File: config.mk
export PLATFORM = sky130hd
export DESIGN_NAME = reg_to_axi_master
export DESIGN_NICKNAME = d
export VERILOG_FILES = /design/src/rtl/reg_to_axi_master.sv
export SDC_FILE = /design/constraint.sdc
export NUM_CORES = 1
export LEC_CHECK = 0
export ABC_AREA = 1
export BUFFER_PORTS_ARGS = -buffer_cell sky130_fd_sc_hd__buf_2
export CORE_MARGIN = 3
export CORE_UTILIZATION = 39
export DETAILED_ROUTE_END_ITERATION = 8
export PLACE_DENSITY = 0.8
export SETUP_SLACK_MARGIN = 0.05
export SLEW_MARGIN = 10
export SYNTH_ARGS = -nofsm -noshare
export SYNTH_HDL_FRONTEND = slang
export SYNTH_SLANG_ARGS = --single-unit
File: constraint.sdc
create_clock -name clk -period 1.2 [get_ports clk]
set_input_delay 0.12 -clock clk [delete_from_list [all_inputs] [get_ports clk]]
set_output_delay 0.12 -clock clk [all_outputs]
set_load 0.005 [all_outputs]
File: src/rtl/reg_to_axi_master.sv
// Single-outstanding AXI4 master: turns a register-style command strobe into one
// single-beat 32-bit write or read, reporting completion with a one-cycle o_done.
module reg_to_axi_master #(
  parameter int unsigned     ID_W = 4,
  parameter logic [ID_W-1:0] ID   = '0
) (
  input  logic            clk,
  input  logic            rst_n,
  input  logic            i_req,
  input  logic            i_write,
  input  logic [31:0]     i_addr,
  input  logic [31:0]     i_wdata,
  output logic            o_busy,
  output logic            o_done,
  output logic [31:0]     o_rdata,
  output logic [1:0]      o_resp,
  output logic [ID_W-1:0] m_awid_o,
  output logic [31:0]     m_awaddr_o,
  output logic [7:0]      m_awlen_o,
  output logic [2:0]      m_awsize_o,
  output logic [1:0]      m_awburst_o,
  output logic            m_awvalid_o,
  input  logic            m_awready_i,
  output logic [31:0]     m_wdata_o,
  output logic [3:0]      m_wstrb_o,
  output logic            m_wlast_o,
  output logic            m_wvalid_o,
  input  logic            m_wready_i,
  input  logic [ID_W-1:0] m_bid_i,
  input  logic [1:0]      m_bresp_i,
  input  logic            m_bvalid_i,
  output logic            m_bready_o,
  output logic [ID_W-1:0] m_arid_o,
  output logic [31:0]     m_araddr_o,
  output logic [7:0]      m_arlen_o,
  output logic [2:0]      m_arsize_o,
  output logic [1:0]      m_arburst_o,
  output logic            m_arvalid_o,
  input  logic            m_arready_i,
  input  logic [ID_W-1:0] m_rid_i,
  input  logic [31:0]     m_rdata_i,
  input  logic [1:0]      m_rresp_i,
  input  logic            m_rlast_i,
  input  logic            m_rvalid_i,
  output logic            m_rready_o
);

  typedef enum logic [2:0] {IDLE, WRITE, W_RESP, READ, R_DATA} state_e;

  state_e      state_q, state_d;
  logic        awvalid_q, awvalid_d, wvalid_q, wvalid_d, arvalid_q, arvalid_d;
  logic        bready_q, bready_d, rready_q, rready_d;
  logic        busy_q, busy_d, done_q, done_d;
  logic [31:0] addr_q, addr_d, wdata_q, wdata_d, rdata_q, rdata_d;
  logic [1:0]  resp_q, resp_d;

  // Single-beat transfers only: rlast and the byte offset carry no information.
  logic unused_inputs;
  assign unused_inputs = ^{m_rlast_i, i_addr[1:0]};

  always_comb begin
    state_d   = state_q;
    awvalid_d = awvalid_q;
    wvalid_d  = wvalid_q;
    arvalid_d = arvalid_q;
    bready_d  = bready_q;
    rready_d  = rready_q;
    busy_d    = busy_q;
    done_d    = 1'b0;
    addr_d    = addr_q;
    wdata_d   = wdata_q;
    rdata_d   = rdata_q;
    resp_d    = resp_q;
    case (state_q)
      IDLE: begin
        if (i_req) begin
          addr_d = {i_addr[31:2], 2'b00};
          busy_d = 1'b1;
          if (i_write) begin
            wdata_d   = i_wdata;
            awvalid_d = 1'b1;
            wvalid_d  = 1'b1;
            state_d   = WRITE;
          end else begin
            arvalid_d = 1'b1;
            state_d   = READ;
          end
        end
      end
      WRITE: begin
        // AW and W complete independently; the response phase waits for both.
        awvalid_d = awvalid_q & ~m_awready_i;
        wvalid_d  = wvalid_q & ~m_wready_i;
        if (!awvalid_d && !wvalid_d) begin
          bready_d = 1'b1;
          state_d  = W_RESP;
        end
      end
      W_RESP: begin
        if (m_bvalid_i) begin
          bready_d = 1'b0;
          busy_d   = 1'b0;
          done_d   = 1'b1;
          resp_d   = (m_bid_i == ID) ? m_bresp_i : 2'b10;
          state_d  = IDLE;
        end
      end
      READ: begin
        if (m_arready_i) begin
          arvalid_d = 1'b0;
          rready_d  = 1'b1;
          state_d   = R_DATA;
        end
      end
      R_DATA: begin
        if (m_rvalid_i) begin
          rready_d = 1'b0;
          busy_d   = 1'b0;
          done_d   = 1'b1;
          rdata_d  = m_rdata_i;
          resp_d   = (m_rid_i == ID) ? m_rresp_i : 2'b10;
          state_d  = IDLE;
        end
      end
      default: state_d = IDLE;
    endcase
  end

  always_ff @(posedge clk or negedge rst_n) begin
    if (!rst_n) begin
      state_q   <= IDLE;
      awvalid_q <= 1'b0;
      wvalid_q  <= 1'b0;
      arvalid_q <= 1'b0;
      bready_q  <= 1'b0;
      rready_q  <= 1'b0;
      busy_q    <= 1'b0;
      done_q    <= 1'b0;
      addr_q    <= '0;
      wdata_q   <= '0;
      rdata_q   <= '0;
      resp_q    <= '0;
    end else begin
      state_q   <= state_d;
      awvalid_q <= awvalid_d;
      wvalid_q  <= wvalid_d;
      arvalid_q <= arvalid_d;
      bready_q  <= bready_d;
      rready_q  <= rready_d;
      busy_q    <= busy_d;
      done_q    <= done_d;
      addr_q    <= addr_d;
      wdata_q   <= wdata_d;
      rdata_q   <= rdata_d;
      resp_q    <= resp_d;
    end
  end

  assign o_busy      = busy_q;
  assign o_done      = done_q;
  assign o_rdata     = rdata_q;
  assign o_resp      = resp_q;
  assign m_awid_o    = ID;
  assign m_awaddr_o  = addr_q;
  assign m_awlen_o   = 8'd0;
  assign m_awsize_o  = 3'b010;
  assign m_awburst_o = 2'b01;
  assign m_awvalid_o = awvalid_q;
  assign m_wdata_o   = wdata_q;
  assign m_wstrb_o   = 4'hF;
  assign m_wlast_o   = 1'b1;
  assign m_wvalid_o  = wvalid_q;
  assign m_bready_o  = bready_q;
  assign m_arid_o    = ID;
  assign m_araddr_o  = addr_q;
  assign m_arlen_o   = 8'd0;
  assign m_arsize_o  = 3'b010;
  assign m_arburst_o = 2'b01;
  assign m_arvalid_o = arvalid_q;
  assign m_rready_o  = rready_q;

endmodule

; Yosys cells after proc, flatten, opt, wreduce, memory -nomap -nowiden
; Cells that the tools add are included.
[totals]
output_inout_bits = 176
input_bits = 118
wordCells = 80
ff_bits = 106
[classes]
bitwise_logic = 4
mux = 31
reduce_logical = 22
eq_ne = 11
[ops]
columns = cell, count
row1 = $mux 3, 5
row2 = $pmux 3 s5, 1
row3 = $reduce_and 3->1, 5
row4 = $ne 2x2->1 const B, 7
row5 = $mux 1, 12
row6 = $pmux 1 s2, 6
row7 = $mux 2, 5
row8 = $reduce_bool 2->1, 5
row9 = $logic_not 4->1, 2
row10 = $reduce_and 4->1, 2
row11 = $eq 3x2->1 const B, 2
row12 = $reduce_and 5->1, 1
row13 = $pmux 2 s2, 1
row14 = $reduce_and 2->1, 2
row15 = $eq 3x1->1 const B, 1
row16 = $eq 3x3->1 const B, 1
row17 = $logic_not 3->1, 1
row18 = $pmux 1 s3, 1
row19 = $reduce_bool 3->1, 1
row20 = $and 1x1->1, 2
row21 = $logic_not 1->1, 2
row22 = $not 1->1, 2
row23 = $logic_and 1x1->1, 1

; Logic depth before layout (Yosys ltp)
; Gate-level depths: netlist of run 1.
[depth]
depth_word = 6
mapped_depth = 8
depth_no_buf = 8

; Least setup slack after synthesis of run 1
; No wires, ideal clock.
[synth_timing]
kind = reg2reg
from = register state_q[1]
to = register rdata_q[0], in the netlist o_rdata[0]
setup_ps = 116
stages_incl_launch_ff = 8
t_required_ps = 1084
period_less_slack_ps = 1285
path_buffers = 1
path_slack_ps = -85
t_arrival_ps = 1169
cell_sequence = dfrtp_1 nor2_4 nand2_2 nor2_4 inv_2 buf_4 nand2_1 nand2_1
[synth_between]
elab_chain_len = 2
[synth_lines]
columns = item, line_no
row1 = from (decl), 50  ; state_e state_q, state_d;
row2 = from (signal assigned), 144  ; state_q <= state_d;
row3 = $eq 3x3->1, 74  ; case (state_q)
row4 = $reduce_and 2->1 (no source line), -
row5 = to (signal assigned), 154  ; rdata_q <= rdata_d;
row6 = to (decl), 54  ; logic [31:0] addr_q, addr_d, wdata_q, wdata_d, rdata_q, rdata_d;
; No other way between the ends.
; A chain may end at the register's enable or synchronous reset.

; Worst setup path in the final report of run 1
[layout_timing]
from = register state_q[1]
to = register wdata_q[10], in the netlist m_wdata_o[10]
[layout_between]
elab_chain_len = 2
[layout_lines]
columns = item, line_no
row1 = $logic_not 3->1, 74
row2 = $reduce_and 3->1 (no source line), -
row3 = to (signal assigned), 153  ; wdata_q <= wdata_d;
row4 = to (decl), 54
; No other way between the ends.

==> results of run 1 <==
## routing by layer
| layer | GRT usage | wire length [µm] |
|---|---|---|
| met1 | 0.254 | 6660 |
| met2 | 0.370 | 9290 |
| met3 | 0.0571 | 1460 |
| met4 | 0.0933 | 446 |
| met5 | 0 | 0 |
## cell families after synthesis
family                 count (synthesis)  synth area share
and+or+nand+nor                      339             0.286
buffers and inverters                116             0.155
DFF                                  106             0.550
AOI/OAI and AO/OA                      7           0.00778
other                                  2           0.00156
## metrics by stage
stage                util  hold slack [ns]
floorplan               -           -0.176
global placement    0.508          -0.0187
detailed placement  0.508          -0.0161
CTS                 0.625          0.00229
global route        0.686       -0.0000949
finish              0.686          0.00801
## worst paths after layout
| check | endpoint | slack (ns) |
|---|---|---|
| max | m_wdata_o[10]$_DFFE_PN0P_ | -0.15 |
| min | m_wdata_o[19]$_DFFE_PN0P_ | 0.008 |
| max reg2reg | m_wdata_o[10]$_DFFE_PN0P_ | -0.15 |
| min reg2reg | o_rdata[22]$_DFFE_PN0P_ | 0.47 |
| max in group asynchronous | o_rdata[24]$_DFFE_PN0P_ | 0.50 |
| min in group asynchronous | m_wdata_o[20]$_DFFE_PN0P_ | 0.17 |
## critical path: stages, from the launching register on
cell      delay [ns]
dfrtp_1         0.41
nor2_4          0.17
nand3_4         0.12
buf_6           0.15
clkinv_8        0.10
nand2_8         0.10
nand2_2         0.11
nand2_1         0.07
## flip-flops by register name, indices dropped and copies added (netlist names)
signal / flops
m_wdata_o: 32
o_rdata: 32
m_araddr_o: 30
state_q: 3
o_resp: 2
m_arvalid_o: 1
m_awvalid_o: 1
m_bready_o: 1
m_rready_o: 1
m_wvalid_o: 1
o_busy: 1
o_done: 1
## placed cells by master (no fill, tap or decap), drive strengths merged
cell         instances
and2                 1
conb                43
nor2                10
nand2              288
buf                273
bufinv               2
a21oi                1
o21ai                5
nand3               40
inv                 21
nand4                5
clkbuf              19
o21a                 1
clkinv               2
dlygate4sd3         84
dfrtp              106
## area by class of cell
class | instances | area, µm² | area share
repair inverters | 2 | 32.5 | 0.00403
inverters | 21 | 93.8 | 0.0116
clock inverters | 2 | 60.1 | 0.00744
well taps | 164 | 205 | 0.0254
repair buffers | 363 | 2610 | 0.324
multi-input cells | 394 | 2150 | 0.266
flip-flops and latches | 106 | 2650 | 0.329
clock buffers | 13 | 260 | 0.0323
## report_power, final
group / internal, mW / leakage [nW] / total, mW / switching (mW)
clock network: 1.93 / 0.156 / 3.21 / 1.28
registers: 5.27 / 1.32 / 6.54 / 1.28
logic: 3.87 / 3.03 / 8.05 / 4.18
## timing repair
item	4_1_cts	5_1_grt
pin swaps	6	47
setup buffers	3	4
endpoints found under the setup margin	98	105
gates resized for setup	27	146
endpoints found under the hold margin	189	0
hold buffers	84	0
cloned	6	10
==> impl_metrics.yaml, run 1 <==
routing:
  drtIter0Drc: 350
  drc_errors: 0
  vias: 4973
  ant_nets: 0
  drtPass1Iterations: 5
  post_drt_wl_per_cell_um: 16.8
  wl_um: 17900
  viasPerCell: 4.67
global_routing:
  antenna_found_initial: 0
  grt_usage: 0.216
  grt_max_degree: 52
  grt_pass1_vias: 4642
  grt_pass1_wl_um: 22800
  grt-ovfl-total: 0
timing:
  slew_viol_final: 0
  post-route-period-util: 1.13
  fin_ws_ns: -0.155
  hold_viol_final: 0
  slew-limit-headroom: 0.560
  rsz0062_at_grt: "true"
  setup_viol: 99
  setup_tns_ns: -8.55
  period_needed_ns: 1.35
  worst_pin_slew_ns: 0.661
  finalClockSkew_ns: 0.00698
  fmax_ghz: 0.738
placed_design:
  place_area_mm2: 0.00597
  gp_congestion: 0.825
  placed_cells: 944
  io_buffers: 247
  place_ws_ns: -0.185
  place_hpwl_um: 9770
clock_tree:
  cts_root_buf: "clkbuf_16"
  ctsHtreeMaxLevel: 3
  clk-insertion-delay-late_ns: 0.35
  cts_sinks: 106
  clock_path_buffers: 2
  cts_tree: "yes"
  cts_made_buffers: 9
  cts.clk_slew.worst_paths_ns: 0.07
floorplan:
  fp.dieH_um: 117
  die_w_um: 117
  pin_count: 294
  rows: 39
  design.core.area_mm2: 0.0118
  initial_utilization: 0.410
  die_area_mm2: 0.0137
critical_path:
  critPathCaptureType: "flop"
  startpoint_type: "flop"
  worst-path-max-fanout: 8
  required_ns: 1.43
  r2r_cells: 7
  crit_arrival_ns: 1.59
  critical_path_class: "flop to flop"
  worstReg2RegStart: "state_q[1]$_DFFE_PN0P_"
  critPathLaunch: "state_q[1]$_DFFE_PN0P_"
logic_synthesis:
  ys.flop_type: "dfrtp_1"
  synth_top_cells_by_count: "nand2_1 (280), dfrtp_1 (106), buf_4 (79)"
  yosysMostFrequentCell: "nand2_1"
  netlist_area_mm2: 0.00482
  ys_warn_count: 0
  synth_top_cell_area_share: 0.550
  ys_seq_elements: 106
  avgSynthCellArea_um2: 8.46
  synth.distinct_cells: 20
  synth_edf_count: 0
  synthTopCellsByArea: "dfrtp_1 (55%), nand2_1 (22%), buf_4 (12%)"
  yosys.area.top_type: "dfrtp_1"
  synthesis.instances: 570
  async_flop_share: 1.00
  yosysSeqAreaShare: 0.550
layout:
  area_growth_pct: 67.4
  layout-drive-gt1-share: 0.474
  final_nets: 1015
  final-instance-count-excl-fill: 1065
  num-fill-cells: 817
  n_antenna_cell: 0
  design_area_mm2: 0.00807
run_status:
  violations: "negative setup slack"
  outcome: "finished with violations"
pwr:
  p_leak_nw: 4.51
  peakVddDrop_v: 0.00135
  total_power_mw: 17.8
  power.density_mw_per_mm2: 2210
run:
  maxCapViolations: 0
min_path:
  hold_class: "primary input to flop"
  hold_depth: 3
  holdCritStartpoint: "i_wdata[19]"
(Power assumes the default switching activity.)
==> inputs of run 2 (changes only) <==
Settings changed: CORE_ASPECT_RATIO set to 0.5.
==> impl_metrics.yaml, run 2 (same netlist as run 1, synthesis figures left out) <==
timing:
  fmax_ghz: 0.755
  setup_viol: 102
  slew_viol_final: 0
  setup_tns_ns: -8.84
  period_needed_ns: 1.33
  hold_ws_ns: -0.00150
  hold_viol_final: 1
  worst_pin_slew_ns: 0.519
  fin_ws_ns: -0.125
  rsz0062_at_grt: "true"
  finalClockSkew_ns: 0.00764
  post-route-period-util: 1.10
  slew-limit-headroom: 0.654
routing:
  wl_um: 14500
  drc_errors: 0
  ant_nets: 0
  viasPerCell: 4.51
  drtIter0Drc: 297
  drtPass1Iterations: 4
  post_drt_wl_per_cell_um: 14.1
  vias: 4656
layout:
  final_nets: 983
  final-instance-count-excl-fill: 1033
  n_antenna_cell: 0
  area_growth_pct: 51.1
  num-fill-cells: 1015
  final_cell_mix: "buf_2 (246), nand2_1 (235), dfrtp_1 (106)"
  fin_util: 0.610
  final_common_cell: "buf_2"
  design_area_mm2: 0.00728
  layout-drive-gt1-share: 0.412
min_path:
  hold_class: "primary input to flop"
  holdCritStartpoint: "m_rdata_i[12]"
  hold_depth: 3
  min_to: "o_rdata[12]$_DFFE_PN0P_"
run:
  maxCapViolations: 0
clock_tree:
  cts_made_buffers: 9
  cts_sinks: 106
  cts_root_buf: "clkbuf_16"
  clk-insertion-delay-late_ns: 0.33
  cts_tree: "yes"
  cts.clk_slew.worst_paths_ns: 0.07
  clock_path_buffers: 2
  ctsHtreeMaxLevel: 3
critical_path:
  r2r_cells: 7
  crit_chain: "nor2_4 > nand3_4 > inv_8 > buf_4 > nand2_8 > nand2_2 > nand2_1"
  r2r_end: "m_wdata_o[27]$_DFFE_PN0P_"
  worst-path-max-fanout: 9
  reg2reg_slack_ns: -0.13
  worst-path-stages: 7
  worst-path-buf-inv: 2
  crit_family: "simple AND/OR/NAND/NOR gates"
  critical_path_class: "flop to flop"
  cp_slowest_stage_delay_ns: 0.41
  crit_path_top_delay_cell: "dfrtp_1"
  critPathCaptureType: "flop"
  worstReg2RegStart: "state_q[1]$_DFFE_PN0P_"
  crit_arrival_ns: 1.54
  startpoint_type: "flop"
  required_ns: 1.42
floorplan:
  pin_count: 294
  die_w_um: 163
  die_area_mm2: 0.0138
  fp.dieH_um: 84.6
  initial_utilization: 0.404
  design.core.area_mm2: 0.0119
  rows: 28
global_routing:
  antenna_found_initial: 0
  grt_pass1_vias: 4716
  grt_pass1_wl_um: 22500
  grt_usage: 0.202
  grt_max_degree: 40
  grt-ovfl-total: 0
pwr:
  p_leak_nw: 4.20
  power.density_mw_per_mm2: 2220
  total_power_mw: 16.1
  peakVddDrop_v: 0.00108
placed_design:
  io_buffers: 247
  place_ws_ns: -0.164
  place_hpwl_um: 9500
  place_area_mm2: 0.00599
  placed_cells: 948
  gp_congestion: 0.856
run_status:
  outcome: "finished with violations"
  violations: "negative hold slack, negative setup slack"
-- run 2: cell count changes in the layout (fill, tap and decap cells not counted), sizes merged --
| cell | before | now |
|---|---|---|
| dlygate4sd3 | 84 | 53 |
| bufinv | 2 | 0 |
| nand2 | 288 | 287 |
| clkbuf | 19 | 13 |
| buf | 273 | 280 |
| clkinvlp | 0 | 2 |
| clkinv | 2 | 0 |
-- run 2: cell type report --
type	count	area [µm²]	share of cell area
Sequential cell	106	2650	0.364
Clock inverter	2	15.0	0.00206
Tap cell	165	206	0.0284
Clock buffer	12	246	0.0338
Timing Repair Buffer	334	2250	0.310
Multi-Input combinational cell	393	1820	0.250
Inverter	21	88.8	0.0122
-- run 2: worst max-delay path by stage --
stage                                       from                         to  slack, ns
after global placement    state_q[0]$_DFFE_PN0P_  m_wdata_o[23]$_DFFE_PN0P_      -0.08
after global routing      state_q[1]$_DFFE_PN0P_    o_rdata[15]$_DFFE_PN0P_      -0.21
final                     state_q[1]$_DFFE_PN0P_  m_wdata_o[27]$_DFFE_PN0P_      -0.13
after CTS                 state_q[1]$_DFFE_PN0P_    o_rdata[24]$_DFFE_PN0P_      -0.11
after floorplan           state_q[0]$_DFFE_PN0P_     o_rdata[0]$_DFFE_PN0P_      -0.08
after detailed placement  state_q[0]$_DFFE_PN0P_  m_wdata_o[27]$_DFFE_PN0P_      -0.16
-- run 2: layer usage --
layer / vias to the layer above / share of wire / global-route usage / wire, µm
met5: - / 0 / 0 / 0
met4: 0 / 0.025 / 0.0606 / 362
met3: 30 / 0.057 / 0.0429 / 831
met2: 170 / 0.55 / 0.388 / 7980
met1: 2233 / 0.37 / 0.226 / 5350
li1: 2223 / - / - / -
-- run 2: tightest hold or removal path, delay by kind of cell --
kind | cells | cell delay (ns)
buf+inv | 1 | 0.08
simple gates | 2 | 0.09
-- run 2: timing repair --
| action | 4_1_cts | 5_1_grt |
|---|---|---|
| pin swaps | 7 | 4 |
| cloned | 8 | 1 |
| buffers inserted | 8 | 3 |
| gates resized for setup | 50 | 27 |
| hold endpoints to repair | 158 | 0 |
| hold buffers | 53 | 0 |
| setup endpoints to repair | 100 | 106 |
-- run 2: report_power, final --
part	total, mW	switching, mW	leakage [nW]	internal (mW)
registers	6.43	1.16	1.32	5.27
clock network	2.63	1.18	0.121	1.44
logic	7.09	3.57	2.75	3.52
